<file path="src/rtl/reg_share_arbiter.sv">
// reg_share_arbiter: lets N_REQ requesters take turns writing one shared
// WIDTH-bit register. A pending request is granted for one cycle (LOAD),
// the winner's data is captured, and the value is then held for
// HOLD_CYCLES cycles (HOLD) before the next arbitration in IDLE.
//
// Optional build macro ARB_FIXED_PRI_EN: when defined, the lowest set
// request index always wins. The round-robin pointer keeps updating but
// plays no part in the choice. When undefined, arbitration is round-robin
// starting after the last winner.
module reg_share_arbiter #(
    parameter int N_REQ       = 4,
    parameter int WIDTH       = 8,
    parameter int HOLD_CYCLES = 2
) (
    input  logic                       clock,
    input  logic                       rst_n,
    input  logic [N_REQ-1:0]           req,
    input  logic [N_REQ*WIDTH-1:0]     din,
    output logic [N_REQ-1:0]           gnt,
    output logic [WIDTH-1:0]           dout,
    output logic                       dout_valid,
    output logic [$clog2(N_REQ)-1:0]   owner,
    output logic                       busy
);

    localparam int OW = $clog2(N_REQ);
    localparam int HW = $clog2(HOLD_CYCLES) + 1;

    localparam logic [N_REQ-1:0] ONE_HOT_ZERO = {{(N_REQ-1){1'b0}}, 1'b1};
    localparam logic [OW-1:0]    LAST_INIT    = OW'(N_REQ - 1);
    localparam logic [HW-1:0]    HOLD_INIT    = HW'(HOLD_CYCLES - 1);

    typedef enum logic [1:0] {
        IDLE = 2'd0,
        LOAD = 2'd1,
        HOLD = 2'd2
    } state_t;

    state_t              state_r;
    logic [N_REQ-1:0]    gnt_r;
    logic [WIDTH-1:0]    dout_r;
    logic                dout_valid_r;
    logic [OW-1:0]       owner_r;
    logic [OW-1:0]       last_r;
    logic [HW-1:0]       hold_cnt_r;
    logic [OW-1:0]       search_base_s;
    logic [OW-1:0]       winner_s;

    // Scan requests starting just after 'base', wrapping modulo N_REQ;
    // the first set bit encountered wins. Returns 0 when nothing is set.
    function automatic logic [OW-1:0] pick_winner(
        input logic [N_REQ-1:0] r,
        input logic [OW-1:0]    base
    );
        logic [OW-1:0] pick;
        logic          found;
        int            idx;
        pick  = '0;
        found = 1'b0;
        for (int k = 1; k <= N_REQ; k++) begin
            idx = (int'(base) + k) % N_REQ;
            if (!found && r[idx]) begin
                found = 1'b1;
                pick  = OW'(idx);
            end else begin
                found = found;
            end
        end
        return pick;
    endfunction

`ifdef ARB_FIXED_PRI_EN
    // Starting the scan after index N_REQ-1 makes the lowest set index win.
    assign search_base_s = LAST_INIT;
`else
    // Round-robin: the scan starts just after the previous winner.
    assign search_base_s = last_r;
`endif

    // Arbitration result for the current request vector.
    always_comb begin
        winner_s = pick_winner(req, search_base_s);
    end

    // Control FSM together with its registered outputs.
    always_ff @(posedge clock) begin
        if (!rst_n) begin
            state_r      <= IDLE;
            gnt_r        <= '0;
            dout_r       <= '0;
            dout_valid_r <= 1'b0;
            owner_r      <= '0;
            last_r       <= LAST_INIT;
            hold_cnt_r   <= '0;
        end else begin
            case (state_r)
                IDLE: begin
                    if (req != '0) begin
                        gnt_r   <= ONE_HOT_ZERO << winner_s;
                        owner_r <= winner_s;
                        last_r  <= winner_s;
                        state_r <= LOAD;
                    end else begin
                        gnt_r   <= '0;
                    end
                end
                LOAD: begin
                    // Capture is committed by the grant; req is not re-checked.
                    dout_r       <= din[owner_r*WIDTH +: WIDTH];
                    dout_valid_r <= 1'b1;
                    gnt_r        <= '0;
                    hold_cnt_r   <= HOLD_INIT;
                    state_r      <= HOLD;
                end
                HOLD: begin
                    if (hold_cnt_r == '0) begin
                        state_r    <= IDLE;
                    end else begin
                        hold_cnt_r <= hold_cnt_r - HW'(1);
                    end
                end
                default: begin
                    state_r <= IDLE;
                    gnt_r   <= '0;
                end
            endcase
        end
    end

    assign gnt        = gnt_r;
    assign dout       = dout_r;
    assign dout_valid = dout_valid_r;
    assign owner      = owner_r;
    assign busy       = (state_r != IDLE);

endmodule

</file>
<file path="config.mk">
export PLATFORM = sky130hd
export DESIGN_NAME = reg_share_arbiter
export DESIGN_NICKNAME = d
export VERILOG_FILES = /design/src/rtl/reg_share_arbiter.sv
export SDC_FILE = /design/constraint.sdc
export NUM_CORES = 1
export LEC_CHECK = 0
export ABC_AREA = 0
export BUFFER_PORTS_ARGS = -buffer_cell sky130_fd_sc_hd__buf_2
export CORE_ASPECT_RATIO = 1.5
export CORE_MARGIN = 2
export CORE_UTILIZATION = 30
export DETAILED_ROUTE_END_ITERATION = 10
export PLACE_DENSITY = 0.54
export SYNTH_ARGS = -nofsm -noshare
export SYNTH_HDL_FRONTEND = slang
export SYNTH_SLANG_ARGS = --single-unit
</file>
<file path="constraint.sdc">
create_clock -name clock -period 3.8 [get_ports clock]
set_input_delay 0.19 -clock clock [delete_from_list [all_inputs] [get_ports clock]]
set_output_delay 0.19 -clock clock [all_outputs]
set_load 0.02 [all_outputs]
</file>
==> results of run 1 <==
synthesized netlist by cell type (all sizes together) (2+ instances only):
library cell  number
o21a               3
nand3              2
nand2             24
o21ai              2
a21oi              4
dfxtp             21
nor2b              4
nor2               7
inv                3
nand2b             7
mux4               8
buf                5
clkbuf             2
o31ai              2
a21boi            10
nor3               4
flip-flops by register name, summed over array words and instances (netlist names):
signal	flops
dout	8
gnt	4
hold_cnt_r	2
last_r	2
owner	2
state_r	2
dout_valid	1
through the flow:
stage	total power, mW	util	instances	setup slack (ns)
after floorplan	0.396	-	119	2.42
after global placement	0.446	0.390	208	2.28
after detailed placement	0.451	0.390	208	2.25
after CTS	0.598	0.402	212	2.22
after global routing	0.623	0.402	212	2.08
final	0.590	0.402	212	2.24
kinds of logic (layout without fill, tap and decap cells):
family                     after synthesis  in the layout  share of synthesized area
and+or+nand+nor                         52             52                      0.235
muxes                                    8              8                      0.157
AOI/OAI and AO/OA                       27             27                      0.193
DFF                                     21             21                      0.366
buffers and inverters                   10             60                     0.0392
adders and majority gates                1              1                     0.0109
worst register-to-register path, delay by kind of cell, from the launching register on:
kind	cells	cell delay, ns
flip-flops	1	0.52
AND/OR/NAND/NOR	2	0.82
AO/OA/AOI/OAI	1	0.16
area by class of cell:
type / instances / share of cell area
clock buffer: 3 / 0.0279
clock inverter: 1 / 0.00338
inverter: 3 / 0.00760
multi-input combinational: 88 / 0.462
sequential: 21 / 0.284
tap: 43 / 0.0363
timing repair buffer: 53 / 0.179
worst max path at each step:
| stage | start | to | slack, ns | cells after the start |
|---|---|---|---|---|
| finish | state_r[0]$_SDFFE_PN0P_ | dout[5]$_SDFFE_PN0P_ | 2.24 | 3 |
| detailed placement | state_r[0]$_SDFFE_PN0P_ | dout[5]$_SDFFE_PN0P_ | 2.25 | 3 |
| CTS | state_r[0]$_SDFFE_PN0P_ | dout[5]$_SDFFE_PN0P_ | 2.22 | 3 |
| floorplan | owner[0]$_SDFFE_PN0P_ | dout[0]$_SDFFE_PN0P_ | 2.42 | 4 |
| global route | state_r[0]$_SDFFE_PN0P_ | dout[6]$_SDFFE_PN0P_ | 2.08 | 3 |
| global placement | owner[0]$_SDFFE_PN0P_ | dout[2]$_SDFFE_PN0P_ | 2.28 | 3 |
metal layers:
| metal | up-vias | routed length, um | track usage | part of all wire |
|---|---|---|---|---|
| li1 | 516 | - | - | - |
| met1 | 500 | 1200 | 0.155 | 0.42 |
| met2 | 45 | 1340 | 0.222 | 0.47 |
| met3 | 2 | 271 | 0.0281 | 0.096 |
| met4 | 0 | 17 | 0.0450 | 0.0060 |
| met5 | - | 0 | 0 | 0 |
where the power goes:
group / internal [mW] / switching, mW
logic: 0.0869 / 0.0878
registers: 0.243 / 0.0267
clock network: 0.0730 / 0.0730
total: 0.402 / 0.187
==> key figures, run 1 <==
Run status
  – Status: complete, no violations

CTS
  – Clock Tree Buf Depth: 2
  – Post-CTS Setup Repair Bufs: 0
  – H-tree levels: 1
  – Root Buffer: clkbuf_8
  – Clock Latency Late Sink: 0.26 ns
  – Hold Buf Count CTS: 0
  – Clk sink count: 21
  – Clk slew on worst S/H paths: 0.08 ns
  – TritonCTS Buffers: 3
  – Post-cts sizing count: 0
  – CTS tree: built

Run
  – Max Cap Viol: 0

Placement
  – PortBufs: 53
  – Gpl congestion: 0.665
  – Final HPWL DP: 2220 um
  – Dpl cell area: 0.00144 mm2

Finish
  – Share of post-route cells with drive strength above 1: 0.432
  – Register area: 420 um2
  – Final net count: 209
  – Antenna cell count: 0
  – Commonest non-fill, non-tap cell in the layout: buf_2
  – Most frequent cells in the layout: buf_2, nand2_1, dfxtp_1, a21boi_1, mux4_2
  – Syn-to-layout area delta: 28.8%
  – Fill count: 360
  – Area of the multi-input gates: 684 um2
  – Design area: 0.00148 mm2

Worst hold path
  – Hold Crit Endpoint: last_r[1]$_SDFFE_PN1P_
  – Origin of the worst min-delay path: rst_n
  – Worst hold path type: primary input to flop
  – WHS Path Cells: 2

Logic synthesis
  – Async set or reset register ratio after synthesis: 0
  – Post-synth top area share: 0.366
  – Synthesized area per cell: 9.66 um2
  – Post-synth EDFFs: 0
  – Yosys cell types: 34
  – Largest cells by area after synthesis: dfxtp_1, mux4_2, nand2_1, a21boi_1, nand2b_1
  – Synthesized flop and latch total: 21
  – Synthesized cell area: 0.00115 mm2
  – Dominant cell type by area after synthesis: dfxtp_1
  – Sequential area share after synthesis: 0.366
  – Syn. warnings: 0
  – Ys flop type: dfxtp_1
  – Net Count, Synth: 158
  – Cells after Synth: 119

GRT
  – Pin count of the biggest net entering global routing: 24
  – Initial antenna violation count: 0
  – GRT Resource Usage Total: 0.130
  – First-pass GRT wire length: 4200 um
  – Vias in the first global route: 934
  – Grt ovf: 0

Timing
  – Final period utilization: 0.411
  – Slew @ Worst Pin: 0.798 ns
  – Slew Limit Headroom: 0.467
  – Pins over their slew limit: 0
  – Max frequency: 0.641 GHz
  – Final Hold Vio Count: 0
  – Clk_skew: 0.00972 ns
  – Hold WS: 0.294 ns
  – Setup TNS: 0 ns
  – Setup Viol. Count Final: 0
  – Unrepaired setup endpoints after global routing: false
  – Minimum clock period: 1.56 ns

Setup path
  – CP Buf/Inv Count: 0
  – Critical Path Source Type: flop
  – Crit-path cells: nor2b_1 -> nand2_1 -> a21boi_1
  – R2r startpoint: state_r[0]$_SDFFE_PN0P_
  – Critical path required time: 4.00 ns
  – CP max stage delay: 0.70 ns
  – CP Max Fanout: 11
  – CP arrival: 1.76 ns
  – Slowest CP cell: nor2b_1
  – CP top delay family: simple AND/OR/NAND/NOR gates
  – Crit Reg-Reg Endpoint: dout[5]$_SDFFE_PN0P_
  – Worst r2r path cells: 3
  – R2R setup slack: 2.24 ns
  – Worst setup path class: flop to flop
  – Element type at the critical path end: flop

Routing
  – Number of vias per cell: 5.01
  – WL/cell: 13.3 um
  – DRT iter0 DRCs: 34
  – Drt pass-1 iters: 4
  – # DRC: 0
  – Final WL: 2820 um
  – Post-route ant nets: 0
  – Vias: 1063

Die
  – Full die area: 0.00435 mm2
  – Core Box Area: 0.00368 mm2
  – Die Span Y: 79.8 um
  – Rows: 27
  – Boundary Pins: 54
  – Starting Density: 0.312
  – Chip Width: 54.6 um

Power and ir drop
  – Pwr Density: 398 mW/mm2
  – Peak VDD IR: 184 uV
  – Static leakage: 0.644 nW
Power figures use the tool's default switching activity.
==> run 2, diff against run 1 <==
Settings changed: PLACE_DENSITY 0.54 to 0.56.
Clock period 3.8 ns to 1.3 ns, I/O delays scaled along.
==> run 2 against run 1 <==
Combinational power rose to 3.2 times the previous value. Cell count grew 1.4%. Largest power group unchanged. Core utilization is 1.3 points higher. Design area is 3.3% higher. Critical path depth is the same. Non-clock buffer count increased by 3. Die area did not move. Clock skew down 0.0072 ns. Highest routed layer unchanged. Via count shrank 2.1%. Wire length up 5.0%.
==> key figures, run 2 (synthesis gave the netlist of run 1 again) <==
Routing
  – Final WL: 2960 um
  – Number of vias per cell: 4.84
  – # DRC: 0
  – WL/cell: 13.8 um
  – Post-route ant nets: 0
  – Vias: 1041
  – DRT iter0 DRCs: 20
  – Drt pass-1 iters: 2

Setup path
  – R2r startpoint: owner[0]$_SDFFE_PN0P_
  – Worst r2r path cells: 3
  – Critical path required time: 1.45 ns
  – R2R setup slack: 0.09 ns
  – Worst setup path class: flop to flop
  – Element type at the critical path end: flop
  – CP arrival: 1.36 ns
  – Critical Path Source Type: flop
  – CP Max Fanout: 10
  – Crit Reg-Reg Endpoint: dout[0]$_SDFFE_PN0P_

Worst hold path
  – Hold Crit Endpoint: last_r[1]$_SDFFE_PN1P_
  – Worst hold path type: primary input to flop
  – WHS Path Cells: 2
  – Origin of the worst min-delay path: rst_n

Die
  – Full die area: 0.00435 mm2
  – Starting Density: 0.312
  – Die Span Y: 79.8 um
  – Core Box Area: 0.00368 mm2
  – Rows: 27
  – Chip Width: 54.6 um
  – Boundary Pins: 54

Timing
  – Slew @ Worst Pin: 0.415 ns
  – Final period utilization: 0.932
  – Minimum clock period: 1.21 ns
  – Slew Limit Headroom: 0.723
  – Final Hold Vio Count: 0
  – Unrepaired setup endpoints after global routing: false
  – Setup Viol. Count Final: 0
  – Clk_skew: 0.00254 ns
  – Hold WS: 0.176 ns
  – Pins over their slew limit: 0
  – Max frequency: 0.825 GHz

CTS
  – Clk sink count: 21
  – Clock Latency Late Sink: 0.25 ns
  – TritonCTS Buffers: 3
  – Root Buffer: clkbuf_8
  – CTS tree: built
  – H-tree levels: 1
  – Clk slew on worst S/H paths: 0.07 ns
  – Clock Tree Buf Depth: 2

Finish
  – Max FFs per register: 8
  – Fill count: 376
  – Antenna cell count: 0
  – Syn-to-layout area delta: 33.1%
  – Commonest non-fill, non-tap cell in the layout: buf_2
  – Design area: 0.00153 mm2
  – Util after Layout: 0.416
  – Share of post-route cells with drive strength above 1: 0.465
  – Most frequent cells in the layout: buf_2, nand2_1, dfxtp_1, a21boi_1, mux4_2
  – Final net count: 212

Run status
  – Status: complete, no violations

Power and ir drop
  – Static leakage: 0.664 nW
  – Peak VDD IR: 757 uV
  – Overall power: 1.75 mW
  – Pwr Density: 1150 mW/mm2

GRT
  – Initial antenna violation count: 0
  – Vias in the first global route: 1044
  – Pin count of the biggest net entering global routing: 24
  – GRT Resource Usage Total: 0.153
  – Grt ovf: 0
  – First-pass GRT wire length: 4860 um

Placement
  – Gpl congestion: 0.777
  – Dpl cell area: 0.00145 mm2
  – Final HPWL DP: 2390 um
  – PortBufs: 53

Run
  – Max Cap Viol: 0
==> run 2: stage by stage <==
stage | TNS (ns) | setup slack, ns | std cells
global placement | 0 | 0.0171 | 210
CTS | 0 | 0.0368 | 214
finish | 0 | 0.0886 | 215
global route | 0 | 0.00136 | 215
detailed placement | -0.00232 | -0.00232 | 210
floorplan | 0 | 0.0321 | 119
==> run 2: how the worst max path moves through the flow <==
stage               slack, ns                     from                endpoint  cells after the start
detailed placement     -0.002    owner[0]$_SDFFE_PN0P_    dout[0]$_SDFFE_PN0P_                      3
CTS                      0.04  state_r[1]$_SDFFE_PN0P_     gnt[1]$_SDFFE_PN0N_                      4
finish                   0.09    owner[0]$_SDFFE_PN0P_    dout[0]$_SDFFE_PN0P_                      3
global placement         0.02    owner[0]$_SDFFE_PN0P_    dout[4]$_SDFFE_PN0P_                      3
floorplan                0.03    owner[0]$_SDFFE_PN0P_    dout[0]$_SDFFE_PN0P_                      4
global route            0.001   last_r[0]$_SDFFE_PN1P_  last_r[0]$_SDFFE_PN1P_                      4
==> run 2: where the power goes <==
part           switching, mW  internal (mW)  leakage, nW  total, mW
Sequential            0.0704          0.712        0.173      0.782
Combinational          0.270          0.282        0.468      0.552
Clock                  0.202          0.218       0.0228      0.420
Total                  0.542           1.21        0.664       1.75
==> run 2: area by class of cell <==
type / count / area, um2 / share of cell area
multi-input cells: 88 / 694 / 0.454
inverters: 3 / 11.3 / 0.00736
clock buffers: 4 / 45.0 / 0.0294
repair buffers: 56 / 300 / 0.196
flip-flops and latches: 21 / 425 / 0.278
well taps: 43 / 53.8 / 0.0352
==> run 2: what timing repair did <==
item / 4_1_cts / 5_1_grt
setup endpoints to repair: 3 / 6
pin swaps: 0 / 1
hold buffers: 0 / 0
setup buffers: 0 / 1
resized for setup: 1 / 4
==> run 2: layer usage <==
layer	part of all wire	track usage	up-vias
met4	0.028	0.0650	0
met5	0	0	-
met1	0.38	0.175	483
met3	0.043	0.0300	8
met2	0.55	0.265	28
li1	-	-	522
==> run 2: critical path, cell delays in order, from the launching register on <==
cell,delay [ns]
dfxtp_4,0.45
mux4_2,0.51
nand2_1,0.09
a21boi_1,0.06
